===== src/rtl/wb_arbiter_pkg.sv =====
// Shared types for the writeback arbiter: result source, arbiter state,
// the buffered long-latency request payload and a one-hot helper.
package wb_arbiter_pkg;

  localparam int unsigned XLEN = 32;
  localparam int unsigned RW   = 5;
  localparam logic [RW-1:0] REG_ZERO = 5'd0;

  // Which source drives the register-file write port this cycle.
  typedef enum logic [1:0] {
    SRC_NONE = 2'd0,
    SRC_PIPE = 2'd1,
    SRC_LU   = 2'd2
  } wb_src_e;

  // NORMAL arbitrates by priority; DRAIN is the one-cycle forced dequeue.
  typedef enum logic {
    ST_NORMAL = 1'b0,
    ST_DRAIN  = 1'b1
  } wb_state_e;

  typedef struct packed {
    logic [RW-1:0]   rd;
    logic [XLEN-1:0] data;
  } wb_req_t;

  // One-hot register mask for a destination index.
  function automatic logic [XLEN-1:0] onehot_rd(input logic [RW-1:0] rd);
    return XLEN'(1) << rd;
  endfunction

endpackage


===== src/rtl/wb_arbiter_fifo.sv =====
// Synchronous FIFO of long-latency writeback requests.
// Ports: clk/reset (sync, active-high), push/din enqueue, pop dequeues head,
// full/empty status, ent_valid/ent_rd expose every slot for the pending mask.
module wb_fifo
  import wb_arbiter_pkg::*;
#(
  parameter int unsigned DEPTH = 2
) (
  input  logic                     clk,
  input  logic                     reset,
  input  logic                     push,
  input  wb_req_t                  din,
  input  logic                     pop,
  output wb_req_t                  head,
  output logic                     full,
  output logic                     empty,
  output logic [DEPTH-1:0]         ent_valid,
  output logic [DEPTH-1:0][RW-1:0] ent_rd
);

  localparam int unsigned AW = (DEPTH > 1) ? $clog2(DEPTH) : 1;
  localparam int unsigned CW = AW + 1;

  wb_req_t          mem [DEPTH];
  logic [AW-1:0]    wr_ptr;
  logic [AW-1:0]    rd_ptr;
  logic [CW-1:0]    count;
  logic [DEPTH-1:0] valid;
  logic             do_push;
  logic             do_pop;

  assign full    = (count == CW'(DEPTH));
  assign empty   = (count == '0);
  assign do_push = push && !full;
  assign do_pop  = pop && !empty;
  assign head    = mem[rd_ptr];

  // Pointers, occupancy and per-slot valid bits.
  always_ff @(posedge clk) begin
    if (reset) begin
      wr_ptr <= '0;
      rd_ptr <= '0;
      count  <= '0;
      valid  <= '0;
    end else begin
      if (do_push) begin
        valid[wr_ptr] <= 1'b1;
        wr_ptr        <= wr_ptr + AW'(1);
      end
      if (do_pop) begin
        valid[rd_ptr] <= 1'b0;
        rd_ptr        <= rd_ptr + AW'(1);
      end
      case ({do_push, do_pop})
        2'b10:   count <= count + CW'(1);
        2'b01:   count <= count - CW'(1);
        default: count <= count;
      endcase
    end
  end

  // Payload storage needs no reset; the valid bits qualify it.
  always_ff @(posedge clk) begin
    if (do_push) mem[wr_ptr] <= din;
  end

  always_comb begin
    ent_valid = valid;
    for (int i = 0; i < DEPTH; i++) ent_rd[i] = mem[i].rd;
  end

endmodule


===== src/rtl/wb_arbiter.sv =====
// Writeback arbiter driving the single register-file write port.
// Ports: clk/reset (sync, active-high); wb_* pipeline result (priority);
// lu_* long-latency result with lu_ready backpressure; wb_stall asks the
// pipeline to hold for one cycle; we3/a3/wd3 registered write port;
// pend_mask marks destinations with a buffered, uncommitted write.
module wb_arbiter
  import wb_arbiter_pkg::*;
#(
  parameter int unsigned DEPTH      = 2,
  parameter int unsigned STARVE_MAX = 4
) (
  input  logic            clk,
  input  logic            reset,
  input  logic            wb_valid,
  input  logic [RW-1:0]   wb_rd,
  input  logic [XLEN-1:0] wb_data,
  input  logic            lu_valid,
  input  logic [RW-1:0]   lu_rd,
  input  logic [XLEN-1:0] lu_data,
  output logic            lu_ready,
  output logic            wb_stall,
  output logic            we3,
  output logic [RW-1:0]   a3,
  output logic [XLEN-1:0] wd3,
  output logic [XLEN-1:0] pend_mask
);

  localparam int unsigned SW = $clog2(STARVE_MAX + 1);

  wb_state_e                state;
  wb_src_e                  sel;
  logic [SW-1:0]            starve_cnt;
  logic [SW-1:0]            starve_nxt;
  logic                     out_from_lu;
  logic                     pipe_req;
  logic                     push;
  logic                     pop;
  logic                     fifo_full;
  logic                     fifo_empty;
  wb_req_t                  fifo_head;
  wb_req_t                  fifo_din;
  logic [DEPTH-1:0]         ent_valid;
  logic [DEPTH-1:0][RW-1:0] ent_rd;
  logic                     hazard;

  assign pipe_req   = wb_valid && (wb_rd != REG_ZERO);
  assign lu_ready   = !fifo_full;
  // x0 results are accepted but never buffered.
  assign push       = lu_valid && !fifo_full && (lu_rd != REG_ZERO);
  assign fifo_din   = '{rd: lu_rd, data: lu_data};
  assign pop        = (sel == SRC_LU);
  assign starve_nxt = starve_cnt + SW'(1);

  wb_fifo #(.DEPTH(DEPTH)) u_fifo (
    .clk       (clk),
    .reset     (reset),
    .push      (push),
    .din       (fifo_din),
    .pop       (pop),
    .head      (fifo_head),
    .full      (fifo_full),
    .empty     (fifo_empty),
    .ent_valid (ent_valid),
    .ent_rd    (ent_rd)
  );

  // Source selection: DRAIN ignores the pipeline; otherwise pipeline first.
  always_comb begin
    sel = SRC_NONE;
    if (state == ST_DRAIN) begin
      if (!fifo_empty) sel = SRC_LU;
    end else if (pipe_req) begin
      sel = SRC_PIPE;
    end else if (!fifo_empty) begin
      sel = SRC_LU;
    end
  end

  // Arbiter state, starvation counter and registered write port.
  always_ff @(posedge clk) begin
    if (reset) begin
      state       <= ST_NORMAL;
      starve_cnt  <= '0;
      wb_stall    <= 1'b0;
      we3         <= 1'b0;
      a3          <= '0;
      wd3         <= '0;
      out_from_lu <= 1'b0;
    end else begin
      case (state)
        ST_NORMAL: begin
          wb_stall <= 1'b0;
          if (sel == SRC_PIPE && !fifo_empty) begin
            starve_cnt <= starve_nxt;
            if (starve_nxt == SW'(STARVE_MAX)) begin
              state    <= ST_DRAIN;
              wb_stall <= 1'b1;
            end
          end else begin
            starve_cnt <= '0;
          end
        end
        default: begin
          state      <= ST_NORMAL;
          wb_stall   <= 1'b0;
          starve_cnt <= '0;
        end
      endcase

      case (sel)
        SRC_PIPE: begin
          we3         <= 1'b1;
          a3          <= wb_rd;
          wd3         <= wb_data;
          out_from_lu <= 1'b0;
        end
        SRC_LU: begin
          we3         <= 1'b1;
          a3          <= fifo_head.rd;
          wd3         <= fifo_head.data;
          out_from_lu <= 1'b1;
        end
        default: begin
          we3         <= 1'b0;
          out_from_lu <= 1'b0;
        end
      endcase
    end
  end

  // Pending mask covers buffered entries plus an in-flight FIFO write.
  always_comb begin
    pend_mask = '0;
    for (int i = 0; i < DEPTH; i++) begin
      if (ent_valid[i]) pend_mask = pend_mask | onehot_rd(ent_rd[i]);
    end
    if (we3 && out_from_lu) pend_mask = pend_mask | onehot_rd(a3);
  end

  // Decode must never issue a pipeline write to a buffered destination.
  always_comb begin
    hazard = 1'b0;
    for (int i = 0; i < DEPTH; i++) begin
      if (ent_valid[i] && ent_rd[i] == wb_rd) hazard = 1'b1;
    end
  end

  a_no_wb_hazard: assert property (@(posedge clk) disable iff (reset)
    !(state == ST_NORMAL && pipe_req && hazard));

endmodule


===== config.mk =====
export PLATFORM = sky130hd
export DESIGN_NAME = wb_arbiter
export DESIGN_NICKNAME = d
export VERILOG_FILES = /design/src/rtl/wb_arbiter_pkg.sv /design/src/rtl/wb_arbiter_fifo.sv /design/src/rtl/wb_arbiter.sv
export SDC_FILE = /design/constraint.sdc
export NUM_CORES = 1
export LEC_CHECK = 0
export CORE_MARGIN = 2
export CORE_UTILIZATION = 48
export DETAILED_ROUTE_END_ITERATION = 8
export PLACE_DENSITY = 0.78
export SYNTH_ARGS = -nofsm -noshare
export SYNTH_HDL_FRONTEND = slang
export SYNTH_SLANG_ARGS = --single-unit

===== constraint.sdc =====
create_clock -name clk -period 3.19 [get_ports clk]
set_input_delay 0.638 -clock clk [delete_from_list [all_inputs] [get_ports clk]]
set_output_delay 0.638 -clock clk [all_outputs]
set_load 0.005 [all_outputs]

Yosys cells after proc, flatten, opt, wreduce, memory -nomap -nowiden
Memory sizes are Yosys's and may differ from the RTL's. A register that Yosys moved wholly into a read port is not among the register bits.
Index checks and enable logic that the tools add are counted.
{"block": "totals", "ramBits": 74, "out_inout_bits": 72, "n_memories": 1, "elab_cells": 76, "register_bits": 49}
{"memory": "u_fifo.mem", "depth": 2, "width": 37, "read_ports": 3, "rd_clocked_by_memory_dff": 1, "write_ports": 1, "line_no": "wb_arbiter_fifo.sv:24", "source": "wb_req_t mem [DEPTH];"}
{"block": "op_classes", "mux": 23, "n_bitwise": 6, "reduce_logical": 18, "add_sub_neg": 5, "n_lt_le_gt_ge": 4, "shift": 3, "eq_ne": 6}
{"operator": "2-to-1 mux 32 bit", "n": 3}
{"operator": "<< shifter 1 x 5 -> 32 bit, first input constant", "n": 3}
{"operator": "OR 32 bit", "n": 2}
{"operator": "one-hot mux 32 bit (2 select lines)", "n": 1}
{"operator": "2-to-1 mux 2 bit", "n": 6}
{"operator": "one-hot mux 5 bit (2 select lines)", "n": 1}
{"operator": "nonzero test 5 bit", "n": 2}
{"operator": "logical AND 1 bit", "n": 9}
{"operator": "2-to-1 mux 1 bit", "n": 9}
{"operator": "== test 2 bit, second input constant", "n": 3}
{"operator": "== test 2 x 1 -> 1 bit, second input constant", "n": 2}
{"operator": "< comparator 1 x 2 -> 1 bit, second input constant", "n": 2}
{"operator": "one-hot mux 2 bit (2 select lines)", "n": 1}
{"operator": "nonzero test 2 bit", "n": 2}
{"operator": "adder 3 x 1 -> 3 bit, second input constant", "n": 1}
{"operator": "== test 3 bit, second input constant", "n": 1}
{"operator": "OR reduction 3 bit", "n": 1}
{"operator": "adder 1 bit, second input constant", "n": 2}
{"operator": "adder 2 x 1 -> 2 bit, second input constant", "n": 1}
{"operator": "AND 2 bit", "n": 1}
{"operator": "demux 1 bit (select 1 bit)", "n": 2}
{"operator": "greater-or-equal comparator 1 bit, second input constant", "n": 2}
{"operator": "zero test 1 bit", "n": 2}
{"operator": "zero test 2 bit", "n": 1}
{"operator": "other kinds (5)", "n": 5}

Depth between registers and ports, before layout
Gate-level depths: netlist (run 1).
{"block": "depth", "word_depth": 9, "mapped_depth": 9, "depth_no_buf": 7}

Cells and area by module
Synthesis (run 1) repeated with hierarchy kept, for this count alone.
{"block": "unflattened", "cells_unflattened": 480, "area_unflattened_um2": 5964.5}
{"mod": "wb_fifo", "cells_each": 158, "seq_area_each_um2": 2362.3, "instances": 1, "area_each_um2": 3037.9}
{"mod": "wb_arbiter", "cells_each": 322, "seq_area_each_um2": 860.8, "instances": 1, "area_each_um2": 2926.6}

Worst setup path after synthesis (run 1)
Ideal clock, no wire load.
{"block": "synth_path", "path_kind": "input -> register", "start": "in lu_rd[3]", "end": "mem u_fifo.mem[1][0] (netlist bit) (enable)", "t_arrival_ns": 2.500, "required_ns": 2.757, "cell_stages": 3, "setup_slack_ns": 0.258, "path_buffers": 0, "path_cell_list": "or4_1 o211ai_1 nor2_1"}
{"block": "synth_via", "elab_chain_len": 5}
{"item": "from (decl)", "line_no": "wb_arbiter.sv:18", "source": "input logic [RW-1:0] lu_rd,"}
{"item": "nonzero test 5 bit", "line_no": "wb_arbiter.sv:49", "source": "assign push = lu_valid && !fifo_full && (lu_rd != REG_ZERO);"}
{"item": "logical AND 1 bit", "line_no": "wb_arbiter.sv:49"}
{"item": "logical AND 1 bit", "line_no": "wb_arbiter_fifo.sv:34", "source": "assign do_push = push && !full;"}
{"item": "2-to-1 mux 1 bit", "line_no": "wb_arbiter_fifo.sv:64", "source": "if (do_push) mem[wr_ptr] <= din;"}
{"item": "2-to-1 mux 1 bit (not written as such)", "line_no": "wb_arbiter_fifo.sv:64"}
{"item": "to (decl)", "line_no": "wb_arbiter_fifo.sv:24"}
Every way passes these cells.

==> results of run 1 <==
## synthesized netlist by cell type (2+ instances only)
master,count,area (um2)
nand2_1,119,447
edfxtp_1,74,2220
dfxtp_1,50,1000
a21oi_1,41,205
o211ai_1,38,285
mux2i_1,37,370
clkbuf_1,28,105
nor2_1,19,71.3
nand3_1,17,85.1
o221ai_1,16,140
a22oi_1,12,90.1
buf_2,8,40.0
nor2b_1,8,50.1
nand2b_1,6,37.5
nand3b_1,5,37.5
and3_1,4,25.0
a32oi_1,3,26.3
and2_1,3,18.8
ha_1,3,37.5
nor3_1,3,15.0
nor3b_1,3,22.5
xnor2_1,3,26.3
and4_1,2,17.5
inv_1,2,7.51
nor4_1,2,12.5
o21a_1,2,15.0
o21ai_0,2,10.0
or3b_2,2,17.5
or4_1,2,15.0
## per-stage QoR
stage,area [um2],std cells,utilization
6_report,7770,825,0.687
5_1_grt,7770,825,0.687
4_1_cts,7770,825,0.687
3_5_place_dp,7210,794,0.637
3_3_place_gp,7210,794,0.637
2_1_floorplan,5530,523,-
## worst max path at each step
stage                       from           endpoint  slack (ps)  cells past startpoint
4_1_cts        u_fifo.mem[0][33]      pend_mask[27]         160                      5
2_1_floorplan           lu_rd[3]   u_fifo.mem[1][0]         260                      3
3_3_place_gp            lu_rd[4]  u_fifo.mem[0][25]         330                      5
6_report       u_fifo.mem[0][33]      pend_mask[27]         180                      5
5_1_grt        u_fifo.mem[0][33]      pend_mask[27]          60                      5
3_5_place_dp            lu_rd[2]  u_fifo.mem[0][23]         290                      5
## cells by family after synthesis
kind of cell    synth area share
buf+inv                   0.0297
xor+xnor                 0.00634
flops                      0.583
compound gates             0.144
mux                       0.0670
fa+ha+maj                0.00679
simple gates               0.164
## registers in the layout, indices dropped and copies added (netlist names), named ones only
signal	count
wd3	32
we3	1
u_fifo.rd_ptr	1
u_fifo.wr_ptr	1
out_from_lu	1
starve_cnt	3
u_fifo.mem	74
state	1
u_fifo.ent_valid	2
a3	5
u_fifo.count	2
## routing by layer
metal  vias up  GRT usage
met5         -          0
met4         0      0.104
met3        27     0.0694
met2       188      0.459
met1      2284      0.289
li1       2215          -
## power by group
part	internal [mW]	leakage [nW]	switching, mW	total (mW)
sequential	2.03	1.11	0.257	2.29
clock	1.18	0.273	0.637	1.82
combinational	0.712	1.35	0.816	1.53
total	3.92	2.73	1.71	5.63
## layout make-up
class                   count  area [um2]
fillers                   853        3550
flip-flops and latches    124        3220
multi-input cells         360        2170
repair buffers            165        1630
clock buffers              23         468
well taps                 143         179
clock inverters             8        95.1
inverters                   2        7.51
==> results.md, run 1 <==
- Slew HR: 0.239
- Max Cap Viol: 0
- Hold endpoint: starve_cnt[0]
- Port Buffers: 149
- Most frequent cells in the layout: clkdlybuf4s50_1, nand2_1, edfxtp_1, dfxtp_1, a21oi_1
- # DRC: 0
- Final setup violation count: 0
- Worst Min Path Start: starve_cnt[0]
- GRT Util Overall: 0.256
- Fin crit share: 0.945
- Via count: 4,714
- Post-CTS Setup Repair Bufs: 0
- Row count: 39
- Cts repair resizes: 0
- Skew final: 8.27 ps
- Routed wl met3: 937 um
- Via density per instance: 5.71
- Vias in the first global route: 4,826
- Unique masters post-synth: 38
- Ys flop type: edfxtp_1
- Met1 Wirelength: between 6000 and 7000 um
- Die ar.: around 12,000 um2
- Post-synth EDFFs: 74
- Largest net degree at the start of global routing: 57
- Worst-Skew Late Latency: 410 ps
- Synthesized area: roughly 5500 um2
- Critical Path RT: approximately 2600 ps
- Worst setup SP type: flip-flop
- Post-synthesis sequential area ratio: 0.583
- Power Total: 5.63 mW
- Post-placement setup slack: around 300 ps
- First-pass GRT wire length: 24,900 um
- Worst Path Buf+Inv: 1
- Crit path cell chain: nor2b_1, and3_1, nand3_1, o221ai_1, clkdlybuf4s50_1
- CTS Sinks: 124
- H-tree depth: 4
- DRT iter0 DRCs: roughly 320
- Actual slew at the worst max-slew pin: 1140 ps
- Worst path max stage delay: 550 ps
- Crit path max-delay family: simple AND/OR/NAND/NOR gates
- Setup TNS: 0 ps
- Tmin final: 3010 ps
- Die W: ~110 um
- Pwr Density: 725 nW/um2
- Syn nets: 604
- # diodes: 0
- Remaining Overflow, GRT: 0
- Fin. Hold Viols: 0
- FF-to-FF setup slack: 950 ps
- Crit path DAT: 2380 ps
- Share of post-route cells with drive strength above 1: 0.0762
- Worst R2R Path Depth: 4
- #FFs+latches synth: 124
- Commonest non-fill, non-tap cell in the layout: clkdlybuf4s50_1
- Num ports: 150
- WS Path Type: flip-flop to primary output
- Clock buffer depth: 2
- CTS Hold Bufs: 0
- Max layer used: met4
- CTS tree: done
- Core ar.: 11,300 um2
- WL met2: 8240 um
- Fmax: 332 MHz
- Reg2Reg Capture Point: u_fifo.mem[0][3]
- Hold Slack: 515 ps
- Syn. warnings: 0
- Static leakage: 2.73 nW
- Synth Instances: between 500 and 600
- Initial antenna violation count: 0
- Crit end category: primary output
- Root Driver: clkbuf_16
- Max Slew Vio Count: 0
- Post-detailed-route wirelength per cell: 19.0 um
- Crit-path max FO: 9
- Post-Syn Area per Cell: approximately 11 um2
- Clock transition at path regs: 50 ps
- Ys async rst share: 0
- Setup ws final: roughly 180 ps
- Drt total wl: 15,700 um
- Initial Util: 0.488
- Fin nets: 751
- RSZ-0062 raised after global routing: false
- Critical-path top delay cell: clkdlybuf4s50_1
- VDD IR max: 0.000461 V
- Die Height: 111 um
- DP HPWL: between 10,000 and 15,000 um
- Detailed Routing Iterations Pass 1: 5
- Final Wtd Congestion: 0.967
- Worst hold path stage count: 1
- R2R Path Start: u_fifo.count[0]
- Hold WC Path Type: flip-flop to flip-flop
- Clock buffer count from CTS: 17
- ANT nets after route: 0
- Outcome: finished clean
- Area grow syn2layout: 40.6%
No activity file was read; power rests on OpenSTA's default activity.
==> run 2, diff against run 1 <==
--- a/config.mk
+++ b/config.mk
@@ -5,7 +5,7 @@
 export SDC_FILE = /design/constraint.sdc
 export NUM_CORES = 1
 export LEC_CHECK = 0
-export CORE_MARGIN = 2
+export CORE_MARGIN = 4
 export CORE_UTILIZATION = 48
 export DETAILED_ROUTE_END_ITERATION = 8
 export PLACE_DENSITY = 0.78
==> run 2 against run 1 <==
Effect of this change:
- clock skew rose by 1.3 ps
- core utilization rose by 1.6 points
- die area rose by 7.3%
- sequential power barely moved
- register-to-register slack improved by 30 ps
- fmax fell by 1.9%
- count of clock-buffer cells in the layout did not move
==> results.md, run 2 (synthesis gave the netlist of run 1 again) <==
- Outcome: finished clean
- R2R Path Start: u_fifo.count[0]
- Hold Slack: 505 ps
- Fillers: 818
- Finished Cell Area: 7750 um2
- Via density per instance: 5.78
- Tmin final: approximately 3100 ps
- Max Cap Viol: 0
- Die Height: 115 um
- Core ar.: 11,000 um2
- CTS Hold Bufs: 0
- Most frequent cells in the layout: clkdlybuf4s50_1, nand2_1, edfxtp_1, dfxtp_1, a21oi_1
- Worst setup SP type: flip-flop
- Actual slew at the worst max-slew pin: 1170 ps
- Post-CTS Setup Repair Bufs: 0
- Fin crit share: 0.963
- ANT nets after route: 0
- Biggest register: u_fifo.mem
- Largest net degree at the start of global routing: 49
- Initial antenna violation count: 0
- WS Path Type: flip-flop to primary output
- Flop pwr share: 0.406
- Worst-Skew Late Latency: 410 ps
- Post-placement setup slack: 299 ps
- Static leakage: 2.72 nW
- Port Buffers: approximately 150
- Internal power: 3.92 mW
- Non-Filler Instances: 819
- Max reg flops: 74
- Switch Pwr: 1.72 mW
- Seq. cell area: 3220 um2
- DRT iter0 DRCs: 335
- Share of post-route cells with drive strength above 1: 0.0751
- Setup TNS: 0 ps
- Power Total: around 5.6 mW
- Cts repair resizes: 0
- Core Util, Final: 0.702
- Remaining Overflow, GRT: 0
- VDD IR max: 0.000463 V
- Worst Min Path Start: starve_cnt[0]
- Met3 layer usage reported by global route: 0.0737
- DP HPWL: 10,800 um
- Max Slew Vio Count: 0
- Root Driver: clkbuf_16
- GR Util met1: 0.291
- Die ar.: 13,300 um2
- Slew HR: 0.221
- Area grow syn2layout: 40.2%
- Crit path DAT: 2430 ps
- GRT Util Overall: 0.244
- Crit-path max FO: 6
- Row count: 38
- Multi-input logic area: 2170 um2
- Num ports: 150
- Skew final: 9.57 ps
- CTS Sinks: 124
- Clock buffer depth: 2
- First-pass GRT wire length: 25,300 um
- CTS tree: done
- Clock buffer count from CTS: 17
- Switching share of power: 0.306
- M2 GR Usage: 0.416
- Regs by FF count: u_fifo.mem x74, wd3 x32, a3 x5
- Comb power frac: 0.267
- Drt total wl: between 15,000 and 20,000 um
- Post-detailed-route wirelength per cell: 19.1 um
- Critical Path RT: 2550 ps
- Crit end category: primary output
- Initial Util: 0.501
- Final Wtd Congestion: slightly below 1
- Commonest non-fill, non-tap cell in the layout: clkdlybuf4s50_1
- Setup ws final: roughly 120 ps
- Fin. Hold Viols: 0
- RSZ-0062 raised after global routing: false
- H-tree depth: 4
- Clock transition at path regs: 50 ps
- # DRC: 0
- Post-DP Area: 7160 um2
- Fmax: 326 MHz
- Clock power frac: 0.327
- Vias in the first global route: ~5,000
- Via count: 4,737
- Dpl cells: 787
- # diodes: 0
- Final setup violation count: 0
- Fin nets: roughly 750
- Crit. Startpoint: u_fifo.mem[0][36]
- Die W: around 120 um
- Most Crowded Layer GR: met2
- Hold WC Path Type: flip-flop to flip-flop
- Detailed Routing Iterations Pass 1: 5
- Pwr Density: 728 nW/um2
## run 2: layout make-up
| class | count | share of cell area |
|---|---|---|
| Clock inverter | 9 | 0.0110 |
| Multi-Input combinational cell | 360 | 0.280 |
| Inverter | 2 | 0.000969 |
| Sequential cell | 124 | 0.416 |
| Clock buffer | 23 | 0.0644 |
| Timing Repair Buffer | 161 | 0.205 |
| Tap cell | 140 | 0.0226 |
## run 2: worst paths after layout
path	to	cells past startpoint	slack (ps)
hold / removal	starve_cnt[0]	1	500
setup / recovery	pend_mask[14]	5	120
hold reg to reg	starve_cnt[0]	1	500
setup reg to reg	u_fifo.mem[0][5]	4	980
## run 2: metal layers
layer  part of all wire  vias to the layer above
met3              0.081                       40
met1               0.39                     2260
met2               0.50                      221
met5                  0                        -
met4              0.026                        0
li1                   -                     2216
## run 2: worst max-delay path: stages (launching register included)
cell             delay, ps
edfxtp_1               470
nand2b_1               240
nor3b_1                520
nand3_1                170
o221ai_1               110
clkdlybuf4s50_1        530
## run 2: power groups by stage
stage / registers, mW / logic [mW] / clock network, mW
floorplan: 2.18 / 0.958 / 0
global route: 2.32 / 1.66 / 1.94
finish: 2.29 / 1.51 / 1.84
detailed placement: 2.30 / 1.49 / 0
global placement: 2.29 / 1.47 / 0
CTS: 2.29 / 1.51 / 1.86
==> run 3, diff against run 2 <==
--- a/config.mk
+++ b/config.mk
@@ -9,6 +9,8 @@
 export CORE_UTILIZATION = 48
 export DETAILED_ROUTE_END_ITERATION = 8
 export PLACE_DENSITY = 0.78
+export SLEW_MARGIN = 20
 export SYNTH_ARGS = -nofsm -noshare
 export SYNTH_HDL_FRONTEND = slang
 export SYNTH_SLANG_ARGS = --single-unit
+export TNS_END_PERCENT = 50
==> run 3 against run 2 <==
Effect of this change:
- register-to-register slack improved by 170 ps
- non-clock buffer count increased by 1
- global-route usage unchanged
- wire length about the same
- die area unchanged
- count of clock-buffer cells in the layout unchanged
- fmax decreased by 0.16%
==> results.md, run 3 (synthesis gave the netlist of run 1 again) <==
- GRT Util Overall: 0.244
- Skew final: 9.67 ps
- Post-CTS Setup Repair Bufs: 0
- Remaining Overflow, GRT: 0
- Met3 layer usage reported by global route: 0.0737
- Post-placement setup slack: 299 ps
- Fin crit share: 0.964
- Largest net degree at the start of global routing: about 50
- Crit path max-delay family: simple AND/OR/NAND/NOR gates
- Final Wtd Congestion: approximately 0.99
- Dpl cells: 787
- Worst setup SP type: flip-flop
- Via density per instance: 5.74
- CTS tree: done
- Actual slew at the worst max-slew pin: 962 ps
- Power Total: 5.65 mW
- Tmin final: 3080 ps
- Non-Filler Instances: 820
- Vias in the first global route: roughly 5,000
- Initial Util: 0.501
- Num ports: 150
- RSZ-0062 raised after global routing: false
- Most frequent cells in the layout: clkdlybuf4s50_1, nand2_1, edfxtp_1, dfxtp_1, a21oi_1
- Clock buffer depth: 2
- Critical-path top delay cell: nor3b_1
- Area grow syn2layout: 40.5%
- Root Driver: clkbuf_16
- Seq. cell area: 3220 um2
- Max Cap Viol: 0
- ANT nets after route: 0
- Die ar.: 13,300 um2
- Final setup violation count: 0
- Via count: about 4,700
- Crit-path max FO: 6
- Crit path DAT: 2440 ps
- Row count: 38
- Worst path max stage delay: 530 ps
- Clock buffer count from CTS: 17
- Port Buffers: 149
- Fmax: 325 MHz
- Initial antenna violation count: 0
- Drt total wl: 15,600 um
- Post-DP Area: between 7000 and 8000 um2
- Critical Path RT: 2550 ps
- Pwr Density: 728 nW/um2
- Most Crowded Layer GR: met2
- Max reg flops: 74
- Slew HR: 0.358
- M2 GR Usage: 0.416
- Fillers: roughly 800
- Crit path cell chain: nand2b_1, nor3b_1, nand3_1, o221ai_1, clkdlybuf4s50_1
- # diodes: 0
- Core ar.: 11,000 um2
- Cts repair resizes: 0
- Setup ws final: approximately 110 ps
- CTS Sinks: 124
- Die Height: roughly 120 um
- DP HPWL: about 11,000 um
- VDD IR max: between 0.0004 and 0.0005 V
- Finished Cell Area: just under 8000 um2
- First-pass GRT wire length: 25,300 um
- Static leakage: 2.73 nW
- Detailed Routing Iterations Pass 1: 5
- CTS Hold Bufs: 0
- Max Slew Vio Count: 0
- Fin. Hold Viols: 0
- Setup TNS: 0 ps
- DRT iter0 DRCs: 360
- Biggest register: u_fifo.mem
- GR Util met1: 0.291
- Multi-input logic area: between 2000 and 2500 um2
- Worst-Skew Late Latency: 410 ps
- Post-detailed-route wirelength per cell: 19.1 um
- Regs by FF count: u_fifo.mem x74, wd3 x32, a3 x5
- Die W: 115 um
- WS Path Type: flip-flop to primary output
- # DRC: 0
- Clock transition at path regs: roughly 50 ps
- Crit end category: primary output
- Outcome: finished clean
- Commonest non-fill, non-tap cell in the layout: clkdlybuf4s50_1
- Fin nets: 748
- Hold WC Path Type: flip-flop to flip-flop
- Hold Slack: between 400 and 500 ps
- H-tree depth: 4
- Share of post-route cells with drive strength above 1: 0.0765
- Worst Path Buf+Inv: 1
- Core Util, Final: 0.704
==> run 3: changes by cell type in the layout (fill, tap and decap cells not counted) <==
cell / previous run / this run
buf_12: 1 / 2
==> run 3: cell type report <==
type / count / area share
sequential: 124 / 0.415
tap: 140 / 0.0226
multi-input combinational: 360 / 0.279
clock inverter: 9 / 0.0110
timing repair buffer: 162 / 0.207
inverter: 2 / 0.000966
clock buffer: 23 / 0.0643
==> run 3: layer usage <==
metal | vias up | part of all wire
li1 | 2222 | -
met1 | 2237 | 0.39
met2 | 212 | 0.50
met3 | 32 | 0.081
met4 | 0 | 0.024
met5 | - | 0
==> run 3: worst register-to-register path: stages, from the launching register on <==
cell      delay, ps
dfxtp_1         420
or2_2           670
buf_4           480
nand2_1         130
o211ai_1        110
a21oi_1          90
==> run 3: path summary, 6_finish.rpt <==
path | depth (start not counted) | slack [ps] | startpoint | endpoint
worst min register to register | 1 | 500 | starve_cnt[0] | starve_cnt[0]
worst max register to register | 5 | 1150 | u_fifo.count[0] | wd3[4]
worst max-delay path | 5 | 110 | u_fifo.mem[0][36] | pend_mask[14]
worst min-delay path | 1 | 500 | starve_cnt[0] | starve_cnt[0]
==> run 3: where the power goes <==
part / internal, mW / switching, mW
sequential: 2.03 / 0.257
clock: 1.18 / 0.663
combinational: 0.717 / 0.806
total: 3.93 / 1.73
